===== src/rtl/avalon_bus_arbiter.sv =====
// Two-port (instruction fetch / data) arbiter in front of a single Avalon-MM master.
// One transaction at a time: IDLE -> GRANT (wait out waitrequest) -> RESP (one-cycle ack).
module avalon_bus_arbiter #(
    parameter int ROUND_ROBIN  = 1,
    parameter int WAIT_TIMEOUT = 255
) (
    input  logic        clk,
    input  logic        reset,
    input  logic        i_req,
    input  logic [31:0] i_addr,
    output logic        i_ack,
    output logic [31:0] i_rdata,
    input  logic        d_req,
    input  logic        d_write,
    input  logic [31:0] d_addr,
    input  logic [31:0] d_wdata,
    input  logic [3:0]  d_byteenable,
    output logic        d_ack,
    output logic [31:0] d_rdata,
    output logic [31:0] address,
    output logic        read,
    output logic        write,
    output logic [31:0] writedata,
    output logic [3:0]  byteenable,
    input  logic [31:0] readdata,
    input  logic        waitrequest,
    output logic        busy,
    output logic        timeout_err
);

    localparam int CNT_W = (WAIT_TIMEOUT > 1) ? $clog2(WAIT_TIMEOUT + 1) : 1;

    typedef enum logic [1:0] {
        IDLE  = 2'd0,
        GRANT = 2'd1,
        RESP  = 2'd2
    } state_t;

    state_t             state_q, state_d;
    logic               grant_d_q, grant_d_d;
    logic               last_d_q, last_d_d;
    logic [CNT_W-1:0]   wait_cnt_q, wait_cnt_d;
    logic [31:0]        address_q, address_d;
    logic               read_q, read_d;
    logic               write_q, write_d;
    logic [31:0]        writedata_q, writedata_d;
    logic [3:0]         byteenable_q, byteenable_d;
    logic               i_ack_q, i_ack_d;
    logic [31:0]        i_rdata_q, i_rdata_d;
    logic               d_ack_q, d_ack_d;
    logic [31:0]        d_rdata_q, d_rdata_d;
    logic               busy_q, busy_d;
    logic               timeout_err_q, timeout_err_d;
    logic               pick_d;
    logic               timed_out;

    // D wins when it is the only requester, under fixed priority, or when I was served last.
    assign pick_d    = d_req && (!i_req || (ROUND_ROBIN == 0) || !last_d_q);
    assign timed_out = (WAIT_TIMEOUT != 0) && (wait_cnt_q == CNT_W'(WAIT_TIMEOUT - 1));

    always_comb begin
        state_d       = state_q;
        grant_d_d     = grant_d_q;
        last_d_d      = last_d_q;
        wait_cnt_d    = wait_cnt_q;
        address_d     = address_q;
        read_d        = read_q;
        write_d       = write_q;
        writedata_d   = writedata_q;
        byteenable_d  = byteenable_q;
        i_ack_d       = 1'b0;
        i_rdata_d     = i_rdata_q;
        d_ack_d       = 1'b0;
        d_rdata_d     = d_rdata_q;
        busy_d        = 1'b0;
        timeout_err_d = timeout_err_q;

        case (state_q)
            IDLE: begin
                if (i_req || d_req) begin
                    grant_d_d    = pick_d;
                    last_d_d     = pick_d;
                    address_d    = pick_d ? d_addr : i_addr;
                    writedata_d  = pick_d ? d_wdata : writedata_q;
                    byteenable_d = pick_d ? d_byteenable : 4'hF;
                    read_d       = !(pick_d && d_write);
                    write_d      = pick_d && d_write;
                    wait_cnt_d   = '0;
                    busy_d       = 1'b1;
                    state_d      = GRANT;
                end
            end
            GRANT: begin
                busy_d = 1'b1;
                if (!waitrequest) begin
                    read_d  = 1'b0;
                    write_d = 1'b0;
                    state_d = RESP;
                    if (grant_d_q) begin
                        d_ack_d = 1'b1;
                        if (read_q) begin
                            d_rdata_d = readdata;
                        end
                    end else begin
                        i_ack_d   = 1'b1;
                        i_rdata_d = readdata;
                    end
                end else if (timed_out) begin
                    // Abort a stuck slave: complete the handshake with zero data.
                    read_d        = 1'b0;
                    write_d       = 1'b0;
                    timeout_err_d = 1'b1;
                    state_d       = RESP;
                    if (grant_d_q) begin
                        d_ack_d   = 1'b1;
                        d_rdata_d = 32'h0;
                    end else begin
                        i_ack_d   = 1'b1;
                        i_rdata_d = 32'h0;
                    end
                end else begin
                    wait_cnt_d = wait_cnt_q + 1'b1;
                end
            end
            RESP: begin
                wait_cnt_d = '0;
                state_d    = IDLE;
            end
            default: begin
                state_d = IDLE;
            end
        endcase
    end

    always_ff @(posedge clk or negedge reset) begin
        if (!reset) begin
            state_q       <= IDLE;
            grant_d_q     <= 1'b0;
            last_d_q      <= 1'b1;
            wait_cnt_q    <= '0;
            address_q     <= '0;
            read_q        <= 1'b0;
            write_q       <= 1'b0;
            writedata_q   <= '0;
            byteenable_q  <= '0;
            i_ack_q       <= 1'b0;
            i_rdata_q     <= '0;
            d_ack_q       <= 1'b0;
            d_rdata_q     <= '0;
            busy_q        <= 1'b0;
            timeout_err_q <= 1'b0;
        end else begin
            state_q       <= state_d;
            grant_d_q     <= grant_d_d;
            last_d_q      <= last_d_d;
            wait_cnt_q    <= wait_cnt_d;
            address_q     <= address_d;
            read_q        <= read_d;
            write_q       <= write_d;
            writedata_q   <= writedata_d;
            byteenable_q  <= byteenable_d;
            i_ack_q       <= i_ack_d;
            i_rdata_q     <= i_rdata_d;
            d_ack_q       <= d_ack_d;
            d_rdata_q     <= d_rdata_d;
            busy_q        <= busy_d;
            timeout_err_q <= timeout_err_d;
        end
    end

    assign address     = address_q;
    assign read        = read_q;
    assign write       = write_q;
    assign writedata   = writedata_q;
    assign byteenable  = byteenable_q;
    assign i_ack       = i_ack_q;
    assign i_rdata     = i_rdata_q;
    assign d_ack       = d_ack_q;
    assign d_rdata     = d_rdata_q;
    assign busy        = busy_q;
    assign timeout_err = timeout_err_q;

endmodule


===== config.mk =====
export PLATFORM = sky130hd
export DESIGN_NAME = avalon_bus_arbiter
export DESIGN_NICKNAME = d
export VERILOG_FILES = /design/src/rtl/avalon_bus_arbiter.sv
export SDC_FILE = /design/constraint.sdc
export NUM_CORES = 1
export LEC_CHECK = 0
export BUFFER_PORTS_ARGS = -buffer_cell sky130_fd_sc_hd__buf_2
export CORE_MARGIN = 1.5
export CORE_UTILIZATION = 53
export CTS_BUF_LIST = sky130_fd_sc_hd__clkbuf_4 sky130_fd_sc_hd__clkbuf_8
export DETAILED_ROUTE_END_ITERATION = 12
export HOLD_SLACK_MARGIN = 0.15
export PLACE_DENSITY = 0.9
export SYNTH_ARGS = -nofsm -noshare
export SYNTH_HDL_FRONTEND = slang
export SYNTH_SLANG_ARGS = --single-unit

===== constraint.sdc =====
create_clock -name clk -period 3.7 [get_ports clk]
set_input_delay 0.555 -clock clk [delete_from_list [all_inputs] [get_ports clk]]
set_output_delay 0.555 -clock clk [all_outputs]
set_load 0.005 [all_outputs]

==> results.sh, run 1 <==
export IMPL_status="finished clean"
export IMPL_avgSynthCellArea_um2=12.24
export IMPL_htreeDepth=4
export IMPL_clkTransAtPathRegs_ns=0.07
export IMPL_post_cts_buffers=0
export IMPL_setup_violations_final=0
export IMPL_synthTopCellsByArea="dfrtp_1 59%, mux2i_1 5.2%, a22o_1 4.4%"
export IMPL_crit_type="reg -> reg"
export IMPL_gp_congestion=0.8538
export IMPL_nets=925
export IMPL_r2r_end="d_rdata[10]"
export IMPL_grt_pass1_wl_um=26770
export IMPL_drt_pass1_iterations=6
export IMPL_fin_crit_ns=2.324
export IMPL_synthAdderAreaFrac_pct=0.3932
export IMPL_dieWidth_um=112.6
export IMPL_track_usage_pct=27.42
export IMPL_synth_most_common_cell="dfrtp_1"
export IMPL_cts_hold_buffers=0
export IMPL_remaining_drc_errors=0
export IMPL_r2r_setup_slack_ns=1.38
export IMPL_numCtsBuffers=17
export IMPL_grt_pass1_vias=5212
export IMPL_endpoint="d_rdata[10]"
export IMPL_cts_buffer_depth=2
export IMPL_synth_seq_area_share_pct=58.99
export IMPL_core_um2=11560
export IMPL_yosysWarnings=0
export IMPL_crit_path_end_kind="flip-flop"
export IMPL_fill_cells=788
export IMPL_routedWlPerCell_um=17.97
export IMPL_cts_tree="yes"
export IMPL_grt_max_degree=95
export IMPL_min_delay_path_class="in -> async"
export IMPL_max_slew_margin_rel_pct=23.61
export IMPL_clock_sinks=150
export IMPL_io_buffers=275
export IMPL_yosys_area_top_type="dfrtp_1"
export IMPL_drt_total_wl_um=16870
export IMPL_synth_top_area_share_pct=58.58
export IMPL_areaGrowthSynthToFinish_pct=29.78
export IMPL_dp_hpwl_um=12370
export IMPL_synth_seq_cells=150
export IMPL_final_layout_size_suffix_gt1_share_pct=44.65
export IMPL_timing_rr_start="state_q[0]"
export IMPL_io_pins=276
export IMPL_max_cap_violations=0
export IMPL_fmax_mhz=430.3
export IMPL_num_rows=39
export IMPL_vias=5248
export IMPL_synthCells=520
export IMPL_die_y_um=112.6
export IMPL_critical_path_arrival_ns=2.69
export IMPL_tightest_slew_ns=1.146
export IMPL_antenna_found_initial=1
export IMPL_cts_root_buf="clkbuf_8"
export IMPL_ys_async_sr_fraction_pct=100.0
export IMPL_design_die_area_um2=12680
export IMPL_hold_viol=0
export IMPL_clk_latency_ns=0.45
export IMPL_fin_setup_tns_ns=0
export IMPL_grt_overflow_total=0
export IMPL_drtIter0Drc=442
export IMPL_rsz0062_at_grt="false"
export IMPL_cp_required_ns=4.06
export IMPL_synth_compound_area_share_pct=16.96
export IMPL_cp_max_fo=32
export IMPL_worstRegToRegCells=4
export IMPL_synthMuxAreaShare_pct=11.85
export IMPL_vias_per_cell=5.589
export IMPL_synthXorXnorAreaFrac_pct=0
export IMPL_final_cells=939
export IMPL_ys_types=43
export IMPL_synth_common_cells="149 x dfrtp_1, 45 x nand2_1, 36 x o21ai_0"
export IMPL_clock_skew_ns=0.01229
export IMPL_start_util_pct=55.04
export IMPL_final_max_slew_viol_count=0
export IMPL_synthSimpleGateAreaFrac_pct=8.414
export IMPL_netlist_area_um2=6365
export IMPL_finalCritPeriodShare_pct=62.81
export IMPL_synth_top_family_by_area="compound AO/OA/AOI/OAI gates"
export IMPL_syn_nets=660
export IMPL_yosys_most_used_dff="dfrtp_1"
export IMPL_power_density_nw_per_um2=834.6
export IMPL_placedCellCount=909
export IMPL_critical_path_startpoint_type="flip-flop"
export IMPL_p_leak_nw=4.117
export IMPL_startpoint="state_q[0]"
export IMPL_ant_nets=0
export IMPL_ir_drop_mv=0.5850
export IMPL_ctsResizeCount=0
export IMPL_synth_edf_count=0
-- worst max-delay path: stages (launching register included) --
cell       delay [ns]
dfrtp_1          0.50
and2b_1          0.36
and3_1           0.97
a21oi_1          0.22
o2bb2ai_1        0.19
-- state kept, by name (all words and copies together) (netlist names) --
| register | cells |
|---|---|
| d_rdata | 32 |
| d_ack | 1 |
| timeout_err | 1 |
| i_ack | 1 |
| byteenable | 4 |
| write | 1 |
| writedata | 32 |
| state_q | 2 |
| busy | 1 |
| address | 32 |
| wait_cnt_q | 8 |
| read | 1 |
| grant_d_q | 1 |
| i_rdata | 32 |
| last_d_q | 1 |
-- area by class of cell --
class                      count  area, um^2  share of cell area [%]
sequential                   150        3755                   45.46
multi-input combinational    329        2422                   29.32
timing repair buffer         283        1455                   17.62
clock buffer                  21       282.8                   3.423
tap                          143       178.9                   2.166
clock inverter                 8       148.9                   1.802
inverter                       4       15.01                  0.1818
antenna                        1       2.502                 0.03029
-- report_power, final --
part | leakage, nW | internal [mW] | total [mW] | switching, mW
Combinational | 2.14 | 1.37 | 2.66 | 1.29
Clock | 0.213 | 0.785 | 1.36 | 0.576
Sequential | 1.76 | 2.39 | 2.87 | 0.479
-- layer usage --
| layer | wire length, um | global-route usage (%) |
|---|---|---|
| met5 | 0 | 0 |
| met4 | 572 | 13.25 |
| met3 | 1439 | 8.639 |
| met2 | 8566 | 45.89 |
| met1 | 6294 | 32.19 |
-- cells by family after synthesis --
group,after synthesis
buf+inv,41
flops,150
compound gates,154
mux,66
fa+ha+maj,2
simple gates,107
-- how the worst min path moves through the flow --
stage	to	slack, ns
2_1_floorplan	address[0]	0.26
6_report	d_rdata[10]	0.16
3_3_place_gp	address[16]	0.46
3_5_place_dp	timeout_err	0.47
4_1_cts	d_rdata[2]	0.20
5_1_grt	d_rdata[2]	0.24
-- cell usage in the layout, fill, tap and decap left out, types with 2 or more instances in the layout --
| cell | synthesis | routed |
|---|---|---|
| clkinvlp_4 | 0 | 2 |
| o22a_1 | 5 | 5 |
| mux2_2 | 19 | 19 |
| nand2_1 | 45 | 45 |
| a22o_1 | 32 | 32 |
| mux2i_1 | 33 | 33 |
| nor2_1 | 7 | 7 |
| nor2b_1 | 32 | 32 |
| o21ai_2 | 2 | 2 |
| bufinv_16 | 0 | 4 |
| o21a_1 | 2 | 2 |
| a21oi_1 | 33 | 33 |
| clkbuf_8 | 0 | 20 |
| inv_1 | 4 | 4 |
| dfrtp_1 | 149 | 149 |
| o2bb2ai_1 | 32 | 32 |
| and3_1 | 3 | 3 |
| buf_4 | 5 | 7 |
| ha_1 | 2 | 2 |
| nand3_1 | 7 | 7 |
| buf_2 | 16 | 274 |
| a2bb2oi_1 | 2 | 2 |
| mux2_4 | 14 | 14 |
| o21ai_0 | 36 | 36 |
| nor3_1 | 5 | 4 |
-- stage by stage --
stage | power, mW | area (um^2) | setup slack [ns] | util, % | hold slack [ns]
2_1_floorplan | 4.358 | 6365 | 2.089 | - | 0.2594
3_5_place_dp | 5.554 | 7826 | 1.386 | 67.67 | 0.4686
6_report | 6.894 | 8260 | 1.376 | 71.43 | 0.1649
4_1_cts | 6.942 | 8258 | 1.387 | 71.41 | 0.2047
5_1_grt | 7.355 | 8260 | 1.195 | 71.43 | 0.2387
3_3_place_gp | 5.373 | 7826 | 1.540 | 67.67 | 0.4604
(Power assumes the default switching activity.)
==> run 2, diff against run 1 <==
- ABC_AREA: default -> 1
- CORE_UTILIZATION: 53 -> 50
- PLACE_DENSITY: 0.9 -> 0.85
- clock period: 3.7 -> 2.2 ns (I/O delays scaled with it)
==> results.sh, run 2 <==
export IMPL_io_pins=276
export IMPL_fmax_mhz=489.9
export IMPL_clkTransAtPathRegs_ns=0.08
export IMPL_synthAdderAreaFrac_pct=0.3816
export IMPL_ys_async_sr_fraction_pct=100.0
export IMPL_final_common_cell="nand2_1"
export IMPL_dr_wl_met2_um=10080
export IMPL_drtIter0Drc=835
export IMPL_synthTopCellsByArea="dfrtp_1 57%, nand2_1 16%, o21ai_0 6.2%"
export IMPL_max_cap_violations=0
export IMPL_final_layout_size_suffix_gt1_share_pct=31.12
export IMPL_p_leak_nw=5.070
export IMPL_vias_per_cell=5.286
export IMPL_synthCells=766
export IMPL_htreeDepth=4
export IMPL_synthXorXnorAreaFrac_pct=0.5342
export IMPL_nets=1227
export IMPL_finalCritPeriodShare_pct=92.79
export IMPL_final_max_slew_viol_count=0
export IMPL_remaining_drc_errors=0
export IMPL_yosys_most_used_dff="dfrtp_1"
export IMPL_gp_congestion=0.8478
export IMPL_drt_total_wl_um=21120
export IMPL_cp_max_fo=24
export IMPL_fin_crit_ns=2.041
export IMPL_yosys_area_top_type="dfrtp_1"
export IMPL_routedWlPerCell_um=16.55
export IMPL_synth_most_common_cell="nand2_1"
export IMPL_vias=6745
export IMPL_grt_max_degree=59
export IMPL_areaGrowthSynthToFinish_pct=37.80
export IMPL_fill_cells=942
export IMPL_ctsResizeCount=0
export IMPL_dp_hpwl_um=12920
export IMPL_cts_root_buf="clkbuf_8"
export IMPL_wl_met1_um=8002
export IMPL_cts_buffer_depth=2
export IMPL_die_y_um=117.5
export IMPL_start_util_pct=51.54
export IMPL_clock_skew_ns=0.009827
export IMPL_synth_seq_area_share_pct=57.26
export IMPL_drt_pass1_iterations=7
export IMPL_synth_top_family_by_area="simple AND/OR/NAND/NOR gates"
export IMPL_critical_path_startpoint_type="flip-flop"
export IMPL_status="finished clean"
export IMPL_min_delay_path_class="in -> reg"
export IMPL_synth_common_cells="285 x nand2_1, 149 x dfrtp_1, 81 x o21ai_0"
export IMPL_synthMuxAreaShare_pct=0
export IMPL_max_slew_margin_rel_pct=57.32
export IMPL_fin_setup_tns_ns=0
export IMPL_top_layer="met5"
export IMPL_clock_sinks=150
export IMPL_setup_violations_final=0
export IMPL_synth_edf_count=0
export IMPL_num_rows=41
export IMPL_synthSimpleGateAreaFrac_pct=26.04
export IMPL_avgSynthCellArea_um2=8.561
export IMPL_track_usage_pct=31.06
export IMPL_netlist_area_um2=6558
export IMPL_synth_top_area_share_pct=56.86
export IMPL_tightest_slew_ns=0.6393
export IMPL_fin_ws_ns=0.1587
export IMPL_syn_nets=906
export IMPL_ant_nets=0
export IMPL_numCtsBuffers=17
export IMPL_final_cell_mix="285 x nand2_1, 274 x buf_2, 148 x dfrtp_1"
export IMPL_design_die_area_um2=13810
export IMPL_crit_path_end_kind="flip-flop"
export IMPL_grt_overflow_total=0
export IMPL_wl_met3_um=1930
export IMPL_io_buffers=275
export IMPL_crit_type="reg -> reg"
export IMPL_grt_pass1_vias=6634
export IMPL_power_density_nw_per_um2=1179
export IMPL_antenna_found_initial=6
export IMPL_dp_worst_setup_slack_ns=0.3370
export IMPL_dieWidth_um=117.5
export IMPL_core_um2=12720
export IMPL_synth_seq_cells=150
export IMPL_grt_pass1_wl_um=33670
export IMPL_rsz0062_at_grt="false"
export IMPL_clk_latency_ns=0.44
export IMPL_cp_required_ns=2.53
export IMPL_synth_compound_area_share_pct=9.082
export IMPL_ir_drop_mv=0.6585
export IMPL_critical_path_arrival_ns=2.37
export IMPL_yosysWarnings=0
export IMPL_cts_tree="yes"
export IMPL_hold_viol=0
export IMPL_ys_types=30
-- run 2: cell types whose count changed after synthesis, moves of 32 or more --
cell       delta
nand2_1     +240
nor2_1       +63
o21ai_0      +45
inv_1        +37
a21oi_1      -33
mux2i_1      -33
nand4_1      +33
a22o_1       -32
nor2b_1      -32
o2bb2ai_1    -32
-- run 2: final timing paths --
check                           cells past startpoint      endpoint  slack (ns)    startpoint
max in group asynchronous                           3   address[20]        1.12         reset
min in group asynchronous                           2    d_rdata[4]        0.43         reset
worst max-delay path                                7   address[20]        0.16      last_d_q
worst min register to register                      2  writedata[2]        0.47  writedata[2]
worst min-delay path                                3   address[21]        0.17    d_addr[21]
worst max register to register                      7   address[20]        0.16      last_d_q
-- run 2: per-stage QoR --
stage	area [um^2]	hold WS (ns)	power, mW	instances	utilization (%)
global route	9036	0.1678	11.35	1276	71.03
global placement	8043	0.3353	8.041	1183	63.22
CTS	9024	0.1503	10.46	1271	70.93
floorplan	6558	0.03441	6.424	766	-
finish	9036	0.1694	10.66	1276	71.03
detailed placement	8043	0.3356	8.180	1183	63.22
-- run 2: cell families after synthesis --
kind of cell | after synthesis
fa+ha+maj | 2
buf+inv | 92
compound gates | 112
simple gates | 406
xor+xnor | 4
flops | 150
-- run 2: layout make-up --
| type | instances | area, um^2 | area share (%) |
|---|---|---|---|
| inverter | 44 | 165.2 | 1.828 |
| timing repair buffer | 350 | 2113 | 23.39 |
| clock inverter | 10 | 127.6 | 1.412 |
| tap | 172 | 215.2 | 2.382 |
| clock buffer | 21 | 282.8 | 3.129 |
| antenna | 5 | 12.51 | 0.1385 |
| sequential | 150 | 3756 | 41.57 |
| multi-input combinational | 524 | 2364 | 26.16 |
-- run 2: worst max-delay path: stages (launching register included) --
cell and delay [ns]:
dfstp_2 0.53, nand2_1 0.05, nand2_1 0.14, inv_1 0.18, buf_4 0.25, o21ai_0 0.16, o21ai_1 0.07, dlygate4sd3_1 0.55
-- run 2: report_power, final --
group | switching [mW] | leakage (nW) | internal (mW)
Clock | 1.00 | 0.214 | 1.21
Sequential | 0.657 | 1.90 | 3.85
Combinational | 2.37 | 2.96 | 1.57
-- run 2: routing by layer --
metal,track usage (%),vias to the layer above
met3,8.333,88
met2,50.63,443
met1,37.33,3134
met5,0,-
li1,-,3078
met4,17.99,2
-- run 2: what timing repair did --
item                                   4_1_cts  5_1_grt
endpoints found under the hold margin      108        0
buffers inserted                             0        0
hold buffers                                57        0
